## src/rtl/spi_reg_controller_if.sv

```systemverilog
// spi_reg_controller_if: SPI queue and register-bank signals of the command sequencer
interface spi_reg_controller_if #(
  parameter int WORD_SIZE  = 8,
  parameter int ADDR_WIDTH = 7
);
  logic                  spi_active;
  logic                  rx_ready;
  logic                  rx_data_en;
  logic [WORD_SIZE-1:0]  rx_data;
  logic                  tx_ready;
  logic                  tx_data_en;
  logic [WORD_SIZE-1:0]  tx_data;
  logic [ADDR_WIDTH-1:0] reg_addr;
  logic                  reg_we;
  logic [WORD_SIZE-1:0]  reg_wdata;
  logic                  reg_re;
  logic [WORD_SIZE-1:0]  reg_rdata;
  modport master (
    input  spi_active, rx_ready, rx_data, tx_ready, reg_rdata,
    output rx_data_en, tx_data_en, tx_data, reg_addr, reg_we, reg_wdata, reg_re
  );
  modport slave (
    output spi_active, rx_ready, rx_data, tx_ready, reg_rdata,
    input  rx_data_en, tx_data_en, tx_data, reg_addr, reg_we, reg_wdata, reg_re
  );
endinterface

```

## src/rtl/spi_reg_controller.sv

```systemverilog
// spi_reg_controller: SPI command sequencer doing burst register reads/writes; SPI_REG_CTRL_CHECKSUM_EN adds an XOR checksum word
module spi_reg_controller #(
  parameter int WORD_SIZE  = 8,
  parameter int ADDR_WIDTH = 7
) (
  input  logic                 sys_clk,
  input  logic                 sys_rst,
  spi_reg_controller_if.master bus,
  output logic                 busy,
  output logic                 err_abort,
  output logic                 err_checksum
);
  typedef enum logic [3:0] {
    S_IDLE, S_CMD, S_LEN_REQ, S_LEN, S_WR_REQ, S_WR, S_RD_REQ, S_RD_HOLD, S_FLUSH
`ifdef SPI_REG_CTRL_CHECKSUM_EN
    , S_CHK
`endif
  } state_t;
`ifdef SPI_REG_CTRL_CHECKSUM_EN
  localparam state_t S_DONE = S_CHK;
`else
  localparam state_t S_DONE = S_IDLE;
`endif
  state_t                state, state_n;
  logic                  dir, dir_n;
  logic [ADDR_WIDTH-1:0] addr, addr_n;
  logic [WORD_SIZE-1:0]  cnt, cnt_n;
  logic [WORD_SIZE-1:0]  hold, hold_n;
  logic [WORD_SIZE-1:0]  word;
  logic                  got, got_n;
  logic                  lost, wait_st, last;
`ifdef SPI_REG_CTRL_CHECKSUM_EN
  logic [WORD_SIZE-1:0]  csum, csum_n;
  logic                  chk, chk_n;
  assign err_checksum = chk;
  assign wait_st = state inside {S_LEN_REQ, S_WR_REQ, S_RD_REQ, S_RD_HOLD} || (state == S_CHK && !got);
`else
  assign err_checksum = 1'b0;
  assign wait_st = state inside {S_LEN_REQ, S_WR_REQ, S_RD_REQ, S_RD_HOLD};
`endif
  assign busy = state != S_IDLE;
  assign lost = !bus.spi_active && !bus.rx_ready;
  assign last = cnt == WORD_SIZE'(1);
  // state and datapath registers
  always_ff @(posedge sys_clk) begin
    if (sys_rst) begin
      state <= S_IDLE;
      dir   <= 1'b0;
      addr  <= '0;
      cnt   <= '0;
      hold  <= '0;
      got   <= 1'b0;
`ifdef SPI_REG_CTRL_CHECKSUM_EN
      csum  <= '0;
      chk   <= 1'b0;
`endif
    end else begin
      state <= state_n;
      dir   <= dir_n;
      addr  <= addr_n;
      cnt   <= cnt_n;
      hold  <= hold_n;
      got   <= got_n;
`ifdef SPI_REG_CTRL_CHECKSUM_EN
      csum  <= csum_n;
      chk   <= chk_n;
`endif
    end
  end
  // next-state and outputs; a lost transfer in a waiting state aborts before any access
  always_comb begin
    state_n        = state;
    dir_n          = dir;
    addr_n         = addr;
    cnt_n          = cnt;
    hold_n         = hold;
    got_n          = 1'b0;
`ifdef SPI_REG_CTRL_CHECKSUM_EN
    csum_n         = csum;
    chk_n          = chk;
`endif
    word           = got ? hold : bus.reg_rdata;
    bus.rx_data_en = 1'b0;
    bus.tx_data_en = 1'b0;
    bus.tx_data    = '0;
    bus.reg_addr   = '0;
    bus.reg_we     = 1'b0;
    bus.reg_wdata  = '0;
    bus.reg_re     = 1'b0;
    err_abort      = 1'b0;
    if (lost && wait_st) begin
      err_abort = 1'b1;
      state_n   = S_FLUSH;
    end else begin
      case (state)
        S_IDLE: if (bus.rx_ready) begin
          bus.rx_data_en = 1'b1;
          state_n        = S_CMD;
        end
        S_CMD: begin
          dir_n   = bus.rx_data[WORD_SIZE-1];
          addr_n  = bus.rx_data[ADDR_WIDTH-1:0];
`ifdef SPI_REG_CTRL_CHECKSUM_EN
          csum_n  = '0;
          chk_n   = 1'b0;
`endif
          state_n = S_LEN_REQ;
        end
        S_LEN_REQ: if (bus.rx_ready) begin
          bus.rx_data_en = 1'b1;
          state_n        = S_LEN;
        end
        S_LEN: begin
          cnt_n   = bus.rx_data;
          state_n = bus.rx_data == '0 ? S_DONE : (dir ? S_RD_REQ : S_WR_REQ);
        end
        S_WR_REQ: if (bus.rx_ready) begin
          bus.rx_data_en = 1'b1;
          state_n        = S_WR;
        end
        S_WR: begin
          bus.reg_we    = 1'b1;
          bus.reg_wdata = bus.rx_data;
          bus.reg_addr  = addr;
          addr_n        = addr + 1'b1;
          cnt_n         = cnt - 1'b1;
`ifdef SPI_REG_CTRL_CHECKSUM_EN
          csum_n        = csum ^ bus.rx_data;
`endif
          state_n       = last ? S_DONE : S_WR_REQ;
        end
        S_RD_REQ: begin
          bus.reg_re   = 1'b1;
          bus.reg_addr = addr;
          state_n      = S_RD_HOLD;
        end
        S_RD_HOLD: begin
          hold_n = word;
          if (bus.tx_ready) begin
            bus.tx_data_en = 1'b1;
            bus.tx_data    = word;
            addr_n         = addr + 1'b1;
            cnt_n          = cnt - 1'b1;
`ifdef SPI_REG_CTRL_CHECKSUM_EN
            csum_n         = csum ^ word;
`endif
            state_n        = last ? S_DONE : S_RD_REQ;
          end else begin
            got_n = 1'b1;
          end
        end
        S_FLUSH: begin
          bus.rx_data_en = bus.rx_ready && !bus.spi_active;
          state_n        = bus.rx_data_en ? S_FLUSH : S_IDLE;
        end
`ifdef SPI_REG_CTRL_CHECKSUM_EN
        S_CHK: begin
          if (dir) begin
            bus.tx_data = bus.tx_ready ? csum : '0;
            bus.tx_data_en = bus.tx_ready;
            state_n     = bus.tx_ready ? S_IDLE : S_CHK;
          end else if (got) begin
            chk_n   = chk | (bus.rx_data != csum);
            state_n = S_IDLE;
          end else if (bus.rx_ready) begin
            bus.rx_data_en = 1'b1;
            got_n          = 1'b1;
          end
        end
`endif
        default: state_n = S_IDLE;
      endcase
    end
  end
endmodule

```

## src/flat_wrapper.sv

```systemverilog
// flat-port wrapper written by rule: the top's interface ports become plain ports
module spi_reg_controller_flat 
#(
  parameter int WORD_SIZE  = 8,
  parameter int ADDR_WIDTH = 7
)
  (sys_clk, sys_rst, busy, err_abort, err_checksum, bus_spi_active, bus_rx_ready, bus_rx_data, bus_tx_ready, bus_reg_rdata, bus_rx_data_en, bus_tx_data_en, bus_tx_data, bus_reg_addr, bus_reg_we, bus_reg_wdata, bus_reg_re);
  spi_reg_controller_if #(.WORD_SIZE(WORD_SIZE), .ADDR_WIDTH(ADDR_WIDTH)) bus_i ();
  input  logic sys_clk;
  input  logic sys_rst;
  output logic busy;
  output logic err_abort;
  output logic err_checksum;
  input wire logic [$bits(bus_i.spi_active)-1:0] bus_spi_active;
  input wire logic [$bits(bus_i.rx_ready)-1:0] bus_rx_ready;
  input wire logic [$bits(bus_i.rx_data)-1:0] bus_rx_data;
  input wire logic [$bits(bus_i.tx_ready)-1:0] bus_tx_ready;
  input wire logic [$bits(bus_i.reg_rdata)-1:0] bus_reg_rdata;
  output wire logic [$bits(bus_i.rx_data_en)-1:0] bus_rx_data_en;
  output wire logic [$bits(bus_i.tx_data_en)-1:0] bus_tx_data_en;
  output wire logic [$bits(bus_i.tx_data)-1:0] bus_tx_data;
  output wire logic [$bits(bus_i.reg_addr)-1:0] bus_reg_addr;
  output wire logic [$bits(bus_i.reg_we)-1:0] bus_reg_we;
  output wire logic [$bits(bus_i.reg_wdata)-1:0] bus_reg_wdata;
  output wire logic [$bits(bus_i.reg_re)-1:0] bus_reg_re;
  assign bus_i.spi_active = bus_spi_active;
  assign bus_i.rx_ready = bus_rx_ready;
  assign bus_i.rx_data = bus_rx_data;
  assign bus_i.tx_ready = bus_tx_ready;
  assign bus_i.reg_rdata = bus_reg_rdata;
  assign bus_rx_data_en = bus_i.rx_data_en;
  assign bus_tx_data_en = bus_i.tx_data_en;
  assign bus_tx_data = bus_i.tx_data;
  assign bus_reg_addr = bus_i.reg_addr;
  assign bus_reg_we = bus_i.reg_we;
  assign bus_reg_wdata = bus_i.reg_wdata;
  assign bus_reg_re = bus_i.reg_re;
  spi_reg_controller #(.WORD_SIZE(WORD_SIZE), .ADDR_WIDTH(ADDR_WIDTH)) u_core (.sys_clk(sys_clk), .sys_rst(sys_rst), .bus(bus_i), .busy(busy), .err_abort(err_abort), .err_checksum(err_checksum));
endmodule
```

## config.mk

```make
export PLATFORM = sky130hd
export DESIGN_NAME = spi_reg_controller_flat
export DESIGN_NICKNAME = d
export VERILOG_FILES = /design/src/rtl/spi_reg_controller_if.sv /design/src/rtl/spi_reg_controller.sv /design/src/flat_wrapper.sv
export SDC_FILE = /design/constraint.sdc
export NUM_CORES = 1
export LEC_CHECK = 0
export ABC_CLOCK_PERIOD_IN_PS = 3000
export CORE_MARGIN = 2
export CORE_UTILIZATION = 52
export DETAILED_ROUTE_END_ITERATION = 8
export PLACE_DENSITY = 0.95
export SETUP_SLACK_MARGIN = 0.4
export SLEW_MARGIN = 20
export SYNTH_ARGS = -nofsm -noshare
export SYNTH_HDL_FRONTEND = slang
export SYNTH_SLANG_ARGS = --single-unit
```

## constraint.sdc

```tcl
create_clock -name sys_clk -period 3 [get_ports sys_clk]
set_input_delay 0.6 -clock sys_clk [delete_from_list [all_inputs] [get_ports sys_clk]]
set_output_delay 0.6 -clock sys_clk [all_outputs]
set_load 0.01 [all_outputs]
```

==> results of run 1 <==
-- registers in the layout, summed over array words and instances, names as in the netlist --
name,cells
u_core.dir,1
u_core.addr,7
u_core.cnt,8
u_core.hold,8
u_core.state,4
u_core.got,1
-- final timing paths --
path	start	to	slack [ns]
setup / recovery	bus_tx_ready	bus_tx_data[3]	0.46
hold / removal	u_core.dir	u_core.state[1]	0.49
setup reg to reg	u_core.state[0]	u_core.hold[2]	1.01
hold reg to reg	u_core.dir	u_core.state[1]	0.49
-- worst reg2reg max path: stages (launching register included) --
cell	delay [ns]
dfxtp_1	0.32
buf_4	0.20
nand2b_1	0.13
buf_4	0.20
nor4_4	0.61
mux2i_1	0.33
nor2_1	0.07
-- layout make-up --
type | count | area (µm²)
Multi-Input combinational cell | 201 | 1290
Fill cell | 258 | 951
Sequential cell | 29 | 587
Timing Repair Buffer | 65 | 579
Clock buffer | 7 | 86.3
Tap cell | 48 | 60.1
Clock inverter | 1 | 30.0
Inverter | 5 | 18.8
-- cells by family after synthesis --
kind of cell	after synthesis	synth area share (%)
AOI/OAI and AO/OA	70	23.0
xor gates and xnor gates	1	0.455
adders and majority gates	3	1.95
buffers and inverters	20	4.68
DFF	29	30.2
muxes	18	9.36
other	1	0.195
and+or+nand+nor	107	30.2
-- synth_stat cells, types with 2 or more instances --
cell	count
nor2_1	32
a211oi_1	2
nand3_1	2
nor3_1	11
buf_2	2
inv_1	5
nor2b_1	2
a311oi_1	3
a31oi_1	3
nor4_1	9
o21bai_1	2
clkbuf_1	9
nor3b_1	2
a21o_1	3
mux2i_1	18
nand2b_1	5
or2_2	2
nand2_1	8
o211ai_1	2
ha_1	3
a21oi_1	21
and2_1	24
dfxtp_1	29
or3_1	3
o21ai_0	25
and3b_1	2
-- metrics by stage --
step                      total power, W  util [%]  TNS (ns)
after floorplan                 0.000477         -         0
after detailed placement        0.000541      69.4     -1.12
final                           0.000966      73.6         0
after global routing            0.000996      73.6         0
after CTS                       0.000961      73.4         0
after global placement          0.000537      69.4    -0.829
-- routing by layer --
layer  vias up  share of wire, %
met1       992                41
met5         -                 0
li1       1016                 -
met4         0               2.0
met3        17               6.5
met2       111                51
-- power by group --
part	internal (W)	total, W	leakage, nW	switching, W
clock	0.000270	0.000425	0.0585	0.000154
combinational	0.0000656	0.000135	0.730	0.0000698
sequential	0.000394	0.000406	0.237	0.0000118
-- placed cells by master (no fill, tap or decap), types with 2 or more instances in the layout --
cell type         n
a211oi_1          2
a21o_1            3
a21oi_1          21
a311oi_1          3
a31oi_1           3
and2_1           24
and3b_1           2
buf_4            16
clkbuf_2          5
clkbuf_8          6
clkdlybuf4s15_1   4
clkdlybuf4s50_1  29
dfxtp_1          26
dfxtp_2           2
dlygate4sd2_1     9
dlymetal6s2s_1    2
ha_1              3
inv_1             5
mux2i_1          18
nand2_1           7
nand2b_1          5
nand3_1           2
nor2_1           30
nor3_1           10
nor3b_1           2
nor4_1            9
o211ai_1          2
o21ai_0          24
o21bai_1          2
or2_2             2
or3_1             2
or3_4             2
-- repair_timing --
item | 4_1_cts | 5_1_grt
resized for setup | 28 | 20
cloned | 1 | 0
setup endpoints to repair | 28 | 26
setup buffers | 2 | 1
pin swaps | 2 | 1
hold buffers | 0 | 0
==> results.tsv, run 1 <==
stage	metric	value	unit
status	status	completed	
clock_network	cts_tree	done	
clock_network	clock-sinks	29	
critical_path	crit_path_max_fanout	4	
clock_network	cts.path.max_buffers	2	
pwr	p_leak	1.03	nW
route	num_vias	2136	
layout	antenna_cells	0	
clock_network	clk_latency	0.29	ns
layout	drive_gt1_share	14.6	%
route	routedWlPerCell	16.0	µm
floorplanning	die_x	64.8	µm
critical_path	required	2.40	ns
placement	hpwl	3.75	mm
global_route	antenna_found_initial	0	
timing	slew_violations	0	
global_route	grt_max_degree	33	
route	avgViaCountPerCell	6.00	
pwr	p_per_area	364	nW/µm²
logic_synthesis	yosys.area.top_type_share	30.2	%
logic_synthesis	synthArstFlopShare	0	%
placement	port_buffers	49	
global_route	use_met1	34.2	%
route	ant_nets	0	
floorplanning	die-area	4200	µm²
job	max_cap_viol_count	0	
logic_synthesis	synth_nets	273	
logic_synthesis	synthesis.area	1920	µm²
critical_path	arrival	1.94	ns
timing	relSlewSlack	52.2	%
route	drc	0	
timing	setup_viol	0	
global_route	overflow	0	
critical_path	cp_num_cells	5	
route	wirelength	5.71	mm
critical_path	r2r_cells	6	
layout	areaGrowthSynthToFinish	38.0	%
critical_path	startpoint_type	input pin	
critical_path	crit_slowest_cell	clkdlybuf4s50_1	
placement	gp_congestion	0.836	
clock_network	clk_pin_slew	0.06	ns
critical_path	cp-end-kind	primary output	
logic_synthesis	synthDistinctLibCells	46	
critical_path	max_stage_delay	0.49	ns
layout	stdcell_count	356	
logic_synthesis	seq_area_frac_synth	30.2	%
floorplanning	coreArea	3610	µm²
route	drt_iter0_drc	255	
logic_synthesis	netlist_instances	249	
critical_path	crit_type	in -> out	
placement	place_inst	344	
logic_synthesis	yosys_warnings	0	
timing	finalCriticalPeriod	2.54	ns
pwr	peakVddDrop	345	µV
clock_network	cts_buffers	5	
hold_path	min_path_type	reg -> reg	
critical_path	crit_family	buffers and inverters	
layout	fin_area	2660	µm²
logic_synthesis	ys_ff_latch	29	
hold_path	min_path_cells	2	
logic_synthesis	synth_area_leaders	dfxtp_1 30%, mux2i_1 9.4%, and2_1 7.8%	
global_route	grt_use_met2	50.5	%
global_route	grt_pass1_wl	9.30	mm
critical_path	critPathBufInv	2	
logic_synthesis	synth_edf_count	0	
timing	whs	0.488	ns
global_route	grtUsageTotal	28.6	%
logic_synthesis	synthFlopType	dfxtp_1	
timing	fmax	393	MHz
clock_network	cts-root-buf	clkbuf_8	
floorplanning	die_h	64.8	µm
layout	nets	331	
timing	final.setup.worst_slack	0.457	ns
floorplanning	num_rows	22	
floorplanning	initial_core_util	53.4	%
global_route	grt_use_met3	6.60	%
timing	fin_crit_sh	84.8	%
logic_synthesis	avgSynthCellArea	7.73	µm²
timing	fin_skew	0.00906	ns
clock_network	cts_max_level	2	
route	first_pass_iters	5	
timing	hold_viol	0	
placement	dp_worst_setup_slack	-0.101	ns
critical_path	cp_cell_sequence	clkdlybuf4s50_1 > o21ai_2 > or3_4 > nor2_1 > clkdlybuf4s15_1	
timing	rsz0062_at_grt	false	
global_route	grt.busiest_layer	met2	
floorplanning	ios	51	
timing	worst_pin_slew	0.711	ns
placement	placed_cell_area	2500	µm²
logic_synthesis	post-synth-top-area-cell	dfxtp_1	
global_route	first_global_vias	1955	
(Power assumes the default switching activity.)
==> run 2, diff against run 1 <==
ABC_CLOCK_PERIOD_IN_PS = 2360   (was 3000)
CORE_UTILIZATION = 49   (was 52)
PLACE_DENSITY = 0.91   (was 0.95)
clock period = 2.36 ns   (was 3 ns; I/O delays follow)
==> run 2 against run 1 <==
Net effect:
- cell count increased by 8.1%
- combinational power increased by 54%
- highest routed layer unchanged
- critical path depth rose by 1
- register-to-register slack got worse by 0.68 ns
- count of clock-buffer cells in the layout did not move
- sequential share of layout area decreased by 2.1 points
- clock power up 11%
- die area is 5.7% higher
==> results.tsv, run 2 (same netlist as run 1, synthesis figures left out) <==
stage	metric	value	unit
route	drc	0	
layout	stdcell_count	385	
critical_path	startpoint_type	flip-flop	
status	status	completed	
placement	placed_cell_area	2580	µm²
timing	worst_pin_slew	0.577	ns
timing	slew_violations	0	
placement	hpwl	3.74	mm
clock_network	cts_max_level	2	
timing	finalCriticalPeriod	2.15	ns
critical_path	crit_type	reg -> out	
clock_network	cts.path.max_buffers	2	
clock_network	clock-sinks	29	
layout	antenna_cells	0	
layout	biggestRegsByFlops	u_core.cnt (8), u_core.hold (8), u_core.addr (7)	
placement	gp_congestion	0.821	
clock_network	clk_latency	0.30	ns
timing	fmax	466	MHz
layout	multiInputGateArea	1390	µm²
critical_path	cp-end-kind	primary output	
placement	port_buffers	49	
global_route	overflow	0	
layout	layout.cells.most_common	buf_4	
global_route	grt_max_degree	33	
global_route	grt_pass1_wl	10.1	mm
floorplanning	num_rows	22	
floorplanning	initial_core_util	51.8	%
clock_network	cts-root-buf	clkbuf_8	
hold_path	min_path_type	reg -> reg	
layout	areaGrowthSynthToFinish	53.8	%
placement	place_inst	355	
pwr	p_per_area	404	nW/µm²
floorplanning	die_h	66.7	µm
timing	rsz0062_at_grt	true	
route	drt_iter0_drc	258	
timing	relSlewSlack	61.2	%
timing	fin_crit_sh	91.0	%
global_route	grtUsageTotal	30.0	%
clock_network	cts_buffers	5	
floorplanning	die-area	4440	µm²
route	routedWlPerCell	18.9	µm
layout	final.fill_count	206	
timing	fin_skew	0.00859	ns
pwr	p_leak	1.20	nW
clock_network	holdBufCountCts	0	
critical_path	required	1.89	ns
layout	layout_common_cells	33 x buf_4, 26 x nor2_1, 25 x dfxtp_1, 24 x o21ai_0, 23 x buf_6	
timing	hold_viol	0	
route	first_pass_iters	6	
clock_network	clk_pin_slew	0.07	ns
layout	nets	360	
clock_network	cts_tree	done	
floorplanning	die_x	66.7	µm
critical_path	arrival	1.68	ns
global_route	antenna_found_initial	0	
route	num_vias	2447	
route	wirelength	7.27	mm
route	avgViaCountPerCell	6.36	
floorplanning	ios	51	
layout	fin_area	2960	µm²
critical_path	crit_path_max_fanout	7	
layout	seq_area	593	µm²
pwr	peakVddDrop	323	µV
global_route	first_global_vias	2195	
layout	drive_gt1_share	35.3	%
route	ant_nets	0	
floorplanning	coreArea	3720	µm²
timing	setup_viol	0	
job	max_cap_viol_count	0	
-- run 2: where the power goes --
group          switching (W)  leakage (nW)  internal [W]
clock               0.000209        0.0542      0.000263
sequential         0.0000161         0.237      0.000499
combinational       0.000110         0.911     0.0000980
-- run 2: path summary, 6_finish.rpt --
path,startpoint,endpoint,slack [ns],cells after the start
max reg2reg,u_core.state[0],u_core.addr[6],0.33,8
min,u_core.addr[6],u_core.addr[6],0.50,2
max,u_core.state[0],bus_reg_addr[5],0.21,6
min reg2reg,u_core.addr[6],u_core.addr[6],0.50,2
-- run 2: worst max-delay path: stages, from the launching register on --
cell and delay, ns:
dfxtp_2 0.34, o21bai_4 0.18, a2111oi_4 0.33, buf_4 0.18
nor3_4 0.04, and2_1 0.16, buf_2 0.13
-- run 2: timing repair --
action | in CTS | in global routing
gates cloned | 2 | 0
setup buffers | 13 | 7
resized for setup | 158 | 33
pin swaps | 27 | 14
endpoints found under the setup margin | 29 | 31
endpoints found under the hold margin | 0 | 0
-- run 2: metrics by stage --
stage,setup TNS [ns],worst slack [ns],utilization [%],power [W],hold slack [ns]
floorplan,0,0.428,-,0.000607,0.452
CTS,0,0.215,74.9,0.00117,0.478
global placement,-6.26,-0.401,69.5,0.000693,0.474
global route,0,0.171,79.7,0.00123,0.514
finish,0,0.212,79.7,0.00120,0.498
detailed placement,-6.88,-0.459,69.5,0.000696,0.481
-- run 2: cell type report --
cell class	count	share of cell area, %
Clock buffer	7	3.25
Clock inverter	1	0.169
Inverter	5	0.634
Multi-Input combinational cell	202	47.0
Sequential cell	29	20.0
Tap cell	48	2.03
Timing Repair Buffer	93	26.8
-- run 2: routing by layer --
layer,track usage [%],up-vias,share of wire [%]
li1,-,1072,-
met1,35.9,1116,39
met2,50.5,204,46
met3,6.25,55,9.2
met4,14.8,0,5.4
met5,0,-,0
==> run 3, diff against run 2 <==
CAP_MARGIN = 5   (was default)
==> results of run 3 <==
Final layout, timing and power as in run 2 (identical DEF).
